`config.mk`:
```
export PLATFORM = sky130hd
export DESIGN_NAME = dmem_arbiter
export DESIGN_NICKNAME = d
export VERILOG_FILES = /design/src/rtl/dmem_arbiter.sv
export SDC_FILE = /design/constraint.sdc
export NUM_CORES = 1
export LEC_CHECK = 0
export CAP_MARGIN = 20
export CORE_AREA = 3 3 88 90
export CTS_BUF_LIST = sky130_fd_sc_hd__clkbuf_4 sky130_fd_sc_hd__clkbuf_8
export CTS_CLUSTER_DIAMETER = 40
export DETAILED_ROUTE_END_ITERATION = 8
export DIE_AREA = 0 0 91 93
export GPL_TIMING_DRIVEN = 0
export PLACE_DENSITY = 0.76
export SYNTH_ARGS = -nofsm -noshare
export SYNTH_HDL_FRONTEND = slang
export SYNTH_SLANG_ARGS = --single-unit
export TNS_END_PERCENT = 30
```
`constraint.sdc`:
```
create_clock -name clk -period 1.5 [get_ports clk]
set_input_delay 0.15 -clock clk [delete_from_list [all_inputs] [get_ports clk]]
set_output_delay 0.15 -clock clk [all_outputs]
set_load 0.05 [all_outputs]
```
`src/rtl/dmem_arbiter.sv`:
```
// Fixed-priority CPU/EXT arbiter for the single-port data memory, with a
// starvation counter that forces one EXT grant. Optional counters: DMEM_ARB_STATS_EN.
module dmem_arbiter #(
    parameter int ADDR_W   = 7,
    parameter int DATA_W   = 32,
    parameter int MAX_WAIT = 4
) (
    input  logic              clk,
    input  logic              rst,
    input  logic              cpu_req,
    input  logic              cpu_we,
    input  logic [ADDR_W-1:0] cpu_addr,
    input  logic [DATA_W-1:0] cpu_wdata,
    output logic              cpu_gnt,
    output logic              cpu_stall,
    output logic              cpu_rvalid,
    output logic [DATA_W-1:0] cpu_rdata,
    input  logic              ext_req,
    input  logic              ext_we,
    input  logic [ADDR_W-1:0] ext_addr,
    input  logic [DATA_W-1:0] ext_wdata,
    output logic              ext_gnt,
    output logic              ext_rvalid,
    output logic [DATA_W-1:0] ext_rdata,
    output logic              mem_en,
    output logic              mem_we,
    output logic [ADDR_W-1:0] mem_addr,
    output logic [DATA_W-1:0] mem_wdata,
    input  logic [DATA_W-1:0] mem_rdata,
    output logic              dbg_state,
    output logic [3:0]        dbg_wait_cnt
`ifdef DMEM_ARB_STATS_EN
    ,
    output logic [31:0]       stat_cpu_stall,
    output logic [31:0]       stat_ext_gnt,
    output logic [31:0]       stat_force
`endif
);

    // Handshake: req/we/addr/wdata are held by the requester until gnt is seen
    // high in a cycle; that cycle is the access. Loads return rvalid one cycle later.
    typedef enum logic {NORMAL = 1'b0, FORCE_EXT = 1'b1} state_t;
    typedef enum logic [1:0] {OWN_NONE = 2'd0, OWN_CPU = 2'd1, OWN_EXT = 2'd2} owner_t;

    localparam logic [3:0] WAIT_MAX = 4'(MAX_WAIT);

    state_t     state, state_nxt;
    logic [3:0] wait_cnt, wait_cnt_nxt;
    owner_t     rd_owner, rd_owner_nxt;

    always_comb begin
        cpu_gnt = 1'b0;
        ext_gnt = 1'b0;
        if (!rst) begin
            if (state == FORCE_EXT) begin
                ext_gnt = ext_req;
                cpu_gnt = cpu_req & ~ext_req;
            end else begin
                cpu_gnt = cpu_req;
                ext_gnt = ext_req & ~cpu_req;
            end
        end
    end

    assign cpu_stall = cpu_req & ~cpu_gnt;

    always_comb begin
        mem_en    = 1'b0;
        mem_we    = 1'b0;
        mem_addr  = '0;
        mem_wdata = '0;
        if (cpu_gnt) begin
            mem_en    = 1'b1;
            mem_we    = cpu_we;
            mem_addr  = cpu_addr;
            mem_wdata = cpu_wdata;
        end else if (ext_gnt) begin
            mem_en    = 1'b1;
            mem_we    = ext_we;
            mem_addr  = ext_addr;
            mem_wdata = ext_wdata;
        end
    end

    always_comb begin
        state_nxt    = state;
        wait_cnt_nxt = 4'd0;
        rd_owner_nxt = OWN_NONE;
        if (ext_req && !ext_gnt)
            wait_cnt_nxt = (wait_cnt >= WAIT_MAX) ? WAIT_MAX : wait_cnt + 4'd1;
        case (state)
            NORMAL:    if (ext_req && !ext_gnt && wait_cnt_nxt == WAIT_MAX) state_nxt = FORCE_EXT;
            FORCE_EXT: if (ext_gnt || !ext_req) state_nxt = NORMAL;
        endcase
        if (cpu_gnt && !cpu_we)
            rd_owner_nxt = OWN_CPU;
        else if (ext_gnt && !ext_we)
            rd_owner_nxt = OWN_EXT;
    end

    always_ff @(posedge clk) begin
        if (rst) begin
            state    <= NORMAL;
            wait_cnt <= 4'd0;
            rd_owner <= OWN_NONE;
        end else begin
            state    <= state_nxt;
            wait_cnt <= wait_cnt_nxt;
            rd_owner <= rd_owner_nxt;
        end
    end

    // rvalid is gated by rst so a load in flight when reset arrives is dropped.
    assign cpu_rvalid = !rst && (rd_owner == OWN_CPU);
    assign ext_rvalid = !rst && (rd_owner == OWN_EXT);
    assign cpu_rdata  = cpu_rvalid ? mem_rdata : '0;
    assign ext_rdata  = ext_rvalid ? mem_rdata : '0;

    assign dbg_state    = state;
    assign dbg_wait_cnt = wait_cnt;

`ifdef DMEM_ARB_STATS_EN
    always_ff @(posedge clk) begin
        if (rst) begin
            stat_cpu_stall <= 32'd0;
            stat_ext_gnt   <= 32'd0;
            stat_force     <= 32'd0;
        end else begin
            if (cpu_stall && stat_cpu_stall != 32'hFFFF_FFFF)
                stat_cpu_stall <= stat_cpu_stall + 32'd1;
            if (ext_gnt && stat_ext_gnt != 32'hFFFF_FFFF)
                stat_ext_gnt <= stat_ext_gnt + 32'd1;
            if (state == NORMAL && state_nxt == FORCE_EXT && stat_force != 32'hFFFF_FFFF)
                stat_force <= stat_force + 32'd1;
        end
    end
`endif

endmodule
```
==> impl_summary.txt <==
----------------------------------------------------
[Outcome]
  Outcome ... complete, but fails checks
  Violations in the final reports ... negative setup slack

[Power and ir drop]
  Internal Dissipation ... 1.09 mW
  Worst-case vdd ir drop ... 0.351 mV
  Switching share of power ... 40.0%
  Share of power burned in the clock network ... 15.6%
  Share of power burned in registers ... 10.9%
  Sw power ... 0.726 mW
  Cell area power density ... 391 mW/mm2
  Leakage dissipation ... 2.19 nW
  Proportion of power drawn by combinational gates ... 73.6%

[Route]
  Remaining design rule violation count ... 0
  DR vias/cell ... 4.37
  Router iterations before antenna repair ... 4
  Number of nets with antenna violations after detailed routing ... 0
  Detail-routed net length per standard cell ... 17.4 um
  Drt total wl ... 8.61 mm
  Count of vias placed by the detailed router ... 2161
  Initial drt markers ... 21

[Timing]
  Shortest clock period the worst path allows after layout ... 1.66 ns
  Final setup violation count ... 52
  Post-route setup TNS ... -4.51 ns
  Unrepaired setup endpoints after global routing ... yes
  Hold violation count in the final report ... 0
  Max Freq ... 602 MHz
  Final worst clock skew ... 0.000548 ns
  Worst Max-Slew Pin Slew ... 0.526 ns
  Max-slew headroom at the worst pin ... 64.9%
  Post-route worst setup slack ... -0.162 ns
  Final hold slack ... 0.448 ns
  Final-report max-slew violation count ... 0
  Period utilisation layout ... 111%

[Worst setup path]
  Maximum fanout along the worst path ... 5
  Startpoint of the worst register-to-register path ... dbg_state$_SDFF_PP0_
  R2R setup slack ... 0.25 ns
  Crit-path cells ... a211oi_4 > buf_6 > buf_4 > mux2_4 > buf_6
  Critical path launch point type ... flop
  Kind of capture point of the worst setup path ... output port
  Critical path depth ... 5
  Critical R2R Capture ... rd_owner[0]$_SDFF_PP0_
  Worst Path Arrival ... 1.51 ns
  Worst Path Buf+Inv ... 3
  Largest incremental delay on the critical path ... 0.35 ns
  Cell family with most CP delay ... buffers and inverters
  Slowest stage cell, crit path ... sky130_fd_sc_hd__dfxtp_4
  Class of the most critical setup path ... reg -> out
  R2R cell count ... 6
  CP required ... 1.35 ns
  CP dominant cell by count ... sky130_fd_sc_hd__buf_6

[Synth]
  Mapped Avg Cell Area ... 7.81 um2
  Number of synthesized register bits ... 7
  Async set-reset flop share out of synthesis ... 0%
  Most instantiated flip-flop cell in the synthesis netlist ... sky130_fd_sc_hd__dfxtp_1
  Netlist area before placement ... 0.00116 mm2
  Cells after Synth ... 149
  Total of warnings raised by yosys ... 0
  Leading cell types by total area after synthesis ... sky130_fd_sc_hd__and2_1, sky130_fd_sc_hd__a22o_1, sky130_fd_sc_hd__dfxtp_1, sky130_fd_sc_hd__buf_6, sky130_fd_sc_hd__nor3b_2
  Portion of the post-synthesis area used by sequential elements ... 12.0%
  Cell type with the largest total area after synthesis ... sky130_fd_sc_hd__and2_1
  Top-area cell type share of the netlist area ... 34.4%
  Number of enable flip-flop cells after synthesis ... 0
  Net count after synthesis ... 266
  Distinct cell type count of the synthesized netlist ... 24

[Global routing]
  Global-route wire length before repair ... 11.2 mm
  GRT Residual Overflow ... 0
  Initial antenna violation count ... 0
  Maximum number of pins on one net before global-route repair ... 11
  Vias in the first global route ... 2139
  Total Routing Usage GR ... 16.4%

[Clock tree]
  Clock transition time at the flip-flop clock pins of the worst setup and hold paths ... 0.04 ns
  Maximum clock path buffer count ... 2
  CTS hold repair buffers ... 0
  Clock tree sinks ... 7
  CTS H-tree depth ... 1
  CTS tree ... done
  Later-pin clock latency in the skew report ... 0.23 ns
  Root cell of the clock tree ... sky130_fd_sc_hd__clkbuf_8
  Number of buffers created by CTS ... 3

[Place]
  Last weighted congestion value of the routability-driven placer ... 0.795
  Post-detail-place hpwl ... 6.53 mm
  Cells after DPL ... 477
  Post-Place Cell Area ... 0.00370 mm2
  Number of buffers inserted by port buffering ... 229

[Min path]
  Cell count of the worst hold path ... 4
  Endpoint of the worst hold path ... dbg_wait_cnt[0]$_SDFF_PP0_
  Launch point of the worst hold path ... rst
  Path category of the worst min-delay check ... in -> reg

[Finish]
  Commonest non-fill, non-tap cells in the layout ... sky130_fd_sc_hd__clkdlybuf4s50_1, sky130_fd_sc_hd__buf_8, sky130_fd_sc_hd__buf_6, sky130_fd_sc_hd__and2_4, sky130_fd_sc_hd__a22o_4
  Post-Layout Cell Count ... 494
  N_diodes ... 0
  Fin nets ... 513
  Fin util ... 65.0%
  Most frequent standard cell in the layout excluding fill and tap cells ... sky130_fd_sc_hd__clkdlybuf4s50_1
  Ratio of cells with drive above 1 in the final layout ... 56.7%
  Post-route standard cell area excluding fillers ... 0.00464 mm2
  Area Growth Syn to Fin ... 299%

[Floorplan]
  Die Area ... 0.00846 mm2
  Chip Height ... 93 um
  # IOs ... 231
  X dimension of the die ... 91 um
  Number of placement rows ... 31
  Initial Utilization ... 16.3%
  Total core area ... 0.00714 mm2

[Flow run]
  Maxcap violations ... 0

----------------------------------------------------
[how the worst max path moves through the flow]
stage | from | endpoint | slack [ns]
after floorplan | dbg_state$_SDFF_PP0_ | mem_addr[1] | -0.08
after global placement | cpu_req | mem_wdata[13] | -1.21
after detailed placement | cpu_req | mem_wdata[13] | -1.20
after CTS | dbg_state$_SDFF_PP0_ | mem_wdata[15] | -0.19
after global routing | dbg_state$_SDFF_PP0_ | mem_we | -0.20
final | dbg_state$_SDFF_PP0_ | mem_we | -0.16
[synthesized netlist by cell type (all sizes together), types with 2 or more instances]
cell type / number
clkbuf: 6
dfxtp: 7
nor2: 5
buf: 9
nor3b: 3
a22o: 39
and2: 64
inv: 2
[stage by stage]
stage,power (mW),setup slack [ns]
3_5_place_dp,1.30,-1.20
3_3_place_gp,1.29,-1.21
5_1_grt,1.88,-0.204
4_1_cts,1.70,-0.187
2_1_floorplan,0.756,-0.0805
6_report,1.82,-0.162
[worst register-to-register path, stage by stage, from the launching register on]
cell and delay, ns:
sky130_fd_sc_hd__dfxtp_4 0.35, sky130_fd_sc_hd__a211oi_4 0.20, sky130_fd_sc_hd__buf_6 0.16, sky130_fd_sc_hd__buf_4 0.13, sky130_fd_sc_hd__buf_12 0.13, sky130_fd_sc_hd__buf_4 0.11
sky130_fd_sc_hd__and2b_1 0.10
[per-layer routing]
| layer | vias up | global-route usage, % | routed length, um |
|---|---|---|---|
| met5 | - | 0 | 0 |
| met4 | 0 | 2.26 | 99 |
| met3 | 11 | 5.31 | 844 |
| met2 | 153 | 33.7 | 4860 |
| met1 | 978 | 16.0 | 2810 |
| li1 | 1019 | - | - |
[sequential cells by signal, indices dropped and copies added (netlist names)]
| name | flops |
|---|---|
| dbg_wait_cnt | 4 |
| rd_owner | 2 |
| dbg_state | 1 |
[cell families (layout without fill, tap and decap cells)]
kind of cell	count (synthesis)	in the layout	synth area share [%]
adder cells (fa/ha/maj)	1	1	1.08
multiplexers	1	1	0.968
buffers and inverters	17	263	9.14
flip-flops	7	7	12.0
AO/OA/AOI/OAI	43	43	33.3
other	1	1	0.322
AND/OR/NAND/NOR	79	79	43.1
[power groups by stage]
| stage | clock network (mW) | registers, mW | logic [mW] |
|---|---|---|---|
| global route | 0.304 | 0.198 | 1.38 |
| finish | 0.282 | 0.197 | 1.34 |
| detailed placement | 0 | 0.201 | 1.10 |
| CTS | 0.287 | 0.198 | 1.21 |
| global placement | 0 | 0.200 | 1.09 |
| floorplan | 0 | 0.213 | 0.543 |
[final cells by class]
cell class / instances / area (um2)
Clock buffer: 4 / 48.8
Buffer: 14 / 181
Timing Repair Buffer: 243 / 2830
Sequential cell: 7 / 146
Inverter: 2 / 7.51
Multi-Input combinational cell: 125 / 1300
Tap cell: 99 / 124
Fill cell: 560 / 2500
[timing repair]
action | in CTS | in global routing
endpoints found under the setup margin | 115 | 113
gates resized for setup | 789 | 151
buffers inserted | 9 | 1
cloned | 1 | 3
pin swaps | 9 | 45
Note: power is estimated with default switching activity, not from simulation.
==> edit 1, RTL diff (same settings) <==
The parameter `ADDR_W` goes from 7 to 9.
--- a/src/rtl/dmem_arbiter.sv
+++ b/src/rtl/dmem_arbiter.sv
@@ -2,5 +2,5 @@
 // starvation counter that forces one EXT grant. Optional counters: DMEM_ARB_STATS_EN.
 module dmem_arbiter #(
-    parameter int ADDR_W   = 7,
+    parameter int ADDR_W   = 9,
     parameter int DATA_W   = 32,
     parameter int MAX_WAIT = 4
Ports: changed (resized cpu_addr, ext_addr and mem_addr); port bits go from 231 to 237. No check against the original RTL was run, so the function may have changed too.
==> edit 1 against the unedited design <==
  * The run still ends with setup timing left
  * Cell area fell by 5.3%
  * Sequential cell count unchanged
  * Via count grew 2.1%
  * Setup slack worse by 0.029 ns
  * Total power shrank 0.50%
  * Routed wire length fell by 2.5%
  * Synthesized area rose by 2.5%
  * Register-to-register slack better by 0.05 ns
  * Final cell count is 2.4% higher
  * Sequential share of layout area up 0.15 points
  * Largest cell class unchanged
  * Largest power group unchanged
==> edit 1: results (changes against the unedited design) <==
Max Slew Vio Count = 0 (unchanged)
Clk_lat worst skew = 0.23 ns (about the same)
Violated checks = setup timing
Largest stage delay on the critical path = 0.34 ns
Worst endpoint data arrival time = 1.54 ns (+0.03 ns)
First-pass GRT wire length = 11.8 mm (+5.3%)
Num CTS Buffers = 3 (unchanged)
Vias in the first global route = 2203 (+3.0%)
Ys async rst share = 0% (unchanged)
Peak VDD IR = 296 uV (-16%)
Run status = complete, but fails checks
M2 GR Usage = 34.9% (+1.2 points)
Final Routed Wirelength = 8.40 mm (-2.5%)
Min-Delay Endpoint = dbg_wait_cnt[0]
Hold Crit Depth = 4 (unchanged)
Final worst slack = -0.191 ns (-0.0291 ns)
Largest net degree at the start of global routing = 11 (unchanged)
Syn nets = 273 (+2.6%)
Antenna violations before repair = 0 (unchanged)
CP top delay family = compound AO/OA/AOI/OAI gates
GRT Total Usage = 17.4% (+1.1 points)
R2R Path Start = dbg_state
Initial DRC Count = 33 (+57%)
Clock transition at path regs = 0.04 ns (about the same)
GPL Wtd Cong = 0.734 (-7.7%)
I/O Buffers = 235 (+2.6%)
Setup violators final = 102 (+96%)
Via density = 4.36 (-0.29%)
Clock root cell = clkbuf_8
Layout Skew = 0.00313 ns (+0.00258 ns)
Largest cells by area after synthesis = and2_1 34%, a22o_1 30%, dfxtp_1 12%
Hpwl dp = 6.71 mm (+2.7%)
Nets = 529 (+3.1%)
Reg2Reg Depth = 5 (-1)
Clock buffer depth = 2 (unchanged)
Slowest stage cell, crit path = dfxtp_4
Synth cell types = 24 (unchanged)
H-tree depth = 1 (unchanged)
Met1 Usage GRT = 18.1% (+2.1 points)
Leak pwr = 0.00209 uW (-4.5%)
Min-delay src = rst
Register area share after synthesis = 11.8% (-0.29 points)
Leading post-synthesis cells by instance count = 64 x and2_1, 41 x a22o_1, 7 x buf_2, 7 x dfxtp_1
Share of layout cells above drive strength 1 = 50.1% (-6.6 points)
Pre-CTS WS = -1.18 ns (+0.0193 ns)
Warnings, synthesis = 0 (unchanged)
FF-to-FF setup slack = 0.30 ns (+0.05 ns)
Max Fanout on Critical Path = 10 (+5)
Worst Hold Class = in2reg
Met3 Use GR = 4.99% (-0.32 points)
edit 1: power breakdown:
part | internal [uW] | switching, uW
combinational | 709 | 643
sequential | 192 | 4.71
clock | 179 | 78.2
edit 1: layer usage:
metal,routed length (um),vias to the layer above
met3,791,10
met5,0,-
met4,125,0
li1,-,1056
met2,4590,148
met1,2890,993
edit 1: repair_timing:
item,in CTS,in global routing
resized for setup,790,53
pin swaps,5,23
setup buffers,9,4
setup endpoints to repair,118,111
cloned,3,2
edit 1: area by class of cell:
class	instances	area, sq um
buffer	14	168
clock buffer	3	41.3
clock inverter	1	5.00
fill	615	2740
inverter	2	7.51
multi-input combinational	127	1250
sequential	7	145
tap	99	124
timing repair buffer	253	2660
edit 1: per-stage QoR:
stage / setup TNS (ns) / area, sq um / total power [uW] / hold WS (ns) / cells
6_report: -10.56 / 4400 / 1810 / 0.446 / 506
5_1_grt: -17.43 / 4400 / 1880 / 0.456 / 506
4_1_cts: -14.06 / 4190 / 1790 / 0.444 / 500
3_5_place_dp: -86.88 / 3790 / 1330 / 0.466 / 486
3_3_place_gp: -86.07 / 3790 / 1330 / 0.457 / 486
2_1_floorplan: -0.796 / 1310 / 775 / 0.222 / 152
edit 1: kinds of logic (layout without fill, tap and decap cells):
| kind of cell | count (synthesis) | after routing | share of synthesized area [%] |
|---|---|---|---|
| AO/OA/AOI/OAI | 45 | 45 | 34.0 |
| adder cells (fa/ha/maj) | 1 | 1 | 1.05 |
| buffers and inverters | 18 | 273 | 9.55 |
| flip-flops | 7 | 7 | 11.8 |
| multiplexers | 1 | 1 | 1.26 |
| other | 1 | 1 | 0.314 |
| AND/OR/NAND/NOR | 79 | 79 | 42.1 |
edit 1: worst min-delay path: cells and delay by family:
kind                   cells  cell delay [ns]
buffers and inverters      1             0.12
AND/OR/NAND/NOR            3             0.35
edit 1: worst max-delay path by stage:
stage                 from             to  slack [ns]
2_1_floorplan  rd_owner[0]  cpu_rdata[22]       -0.04
3_3_place_gp       ext_req   mem_wdata[2]       -1.19
5_1_grt          dbg_state  mem_wdata[25]       -0.24
6_report         dbg_state  mem_wdata[24]       -0.19
4_1_cts          dbg_state  mem_wdata[24]       -0.23
3_5_place_dp       ext_req   mem_wdata[2]       -1.18
==> edit 2, RTL diff (config.mk and constraints unchanged) <==
Without the edit above. The 3 values of `owner_t` get a one-hot encoding in 3 bits.
--- a/src/rtl/dmem_arbiter.sv
+++ b/src/rtl/dmem_arbiter.sv
@@ -41,5 +41,5 @@
     // high in a cycle; that cycle is the access. Loads return rvalid one cycle later.
     typedef enum logic {NORMAL = 1'b0, FORCE_EXT = 1'b1} state_t;
-    typedef enum logic [1:0] {OWN_NONE = 2'd0, OWN_CPU = 2'd1, OWN_EXT = 2'd2} owner_t;
+    typedef enum logic [2:0] {OWN_NONE = 3'b001, OWN_CPU = 3'b010, OWN_EXT = 3'b100} owner_t;
 
     localparam logic [3:0] WAIT_MAX = 4'(MAX_WAIT);
Formal check against the unedited RTL: same outputs for any inputs over 10 cycles, from zero or initial values and one cycle with rst high; not proved beyond that.
==> edit 2 against the unedited design <==
  * The flow still finishes with violations (setup timing)
  * Combinational power is 19% lower
  * Routed wire length down 5.0%
  * Clock power fell by 11%
  * Die area stayed put
  * Cell area down 4.2%
  * Total power is 13% lower
  * Setup slack better by 0.017 ns
  * Sequential cell count rose by 1
  * Synthesized area up 5.6%
  * First-iteration DRC count grew 110%
  * Highest routed layer unchanged
==> edit 2: results (changes against the unedited design) <==
Initial DRC Count = 45 (+110%)
Register area share after synthesis = 13.0% (+0.99 points)
GRT Total Usage = 15.9% (-0.49 points)
Area post-placement = 0.00374 sq mm (+0.84%)
Layout Skew = 0.000905 ns (+0.000357 ns)
Fraction of the mapped netlist area in adder cells = 1.02% (-0.057 points)
Leak pwr = 0.00201 uW (-8.2%)
Share of layout cells above drive strength 1 = 55.3% (-1.4 points)
Met3 Use GR = 5.63% (+0.32 points)
Post-CTS Setup Bufs = 5 (-4)
Run status = complete, but fails checks
Routed length on met3 = 821 um (-2.7%)
Slowest stage cell, crit path = dfxtp_2
Met2 WL = 4.58 mm (-5.9%)
Leading post-synthesis cells by instance count = 66 x and2_1, 36 x a22o_1, 8 x dfxtp_1, 7 x buf_2
Setup violators final = 101 (+94%)
Fin cells = 495 (+0.20%)
Violated checks = setup timing
Compound-cell area share of the yosys netlist = 32.5% (-0.85 points)
Nets = 515 (+0.39%)
Max Fanout on Critical Path = 6 (+1)
Largest cells by area after synthesis = and2_1 34%, a22o_1 26%, dfxtp_1 13%
Final worst slack = -0.145 ns (+0.0167 ns)
Peak VDD IR = 289 uV (-18%)
WL met1 = 2.62 mm (-6.6%)
Inst Count DP = 482 (+1.0%)
==> edit 2: final timing paths <==
check / startpoint / to / cells after the start / slack, ns
max: dbg_state / mem_wdata[5] / 5 / -0.15
min: rst / dbg_wait_cnt[0] / 4 / 0.45
max reg2reg: dbg_state / rd_owner[0] / 5 / 0.25
min reg2reg: dbg_wait_cnt[0] / dbg_wait_cnt[0] / 1 / 0.47
==> edit 2: area by class of cell <==
cell class              count  area [sq um]  share of cell area (%)
plain buffers              15           193                    4.34
multi-input cells         126          1150                    25.8
well taps                  99           124                    2.79
clock buffers               3          41.3                   0.929
flip-flops and latches      8           168                    3.77
repair buffers            240          2760                    62.0
inverters                   4          15.0                   0.338
==> edit 2: power by group <==
group	total (uW)	switching [uW]	internal (uW)
clock network	252	78.6	173
registers	229	8.05	221
logic	1090	520	571
==> edit 2: worst max-delay path: cells and delay by family, from the launching register on <==
family                 cells  cell delay, ns
AOI/OAI and AO/OA          2            0.44
DFF                        1            0.34
buffers and inverters      3            0.48
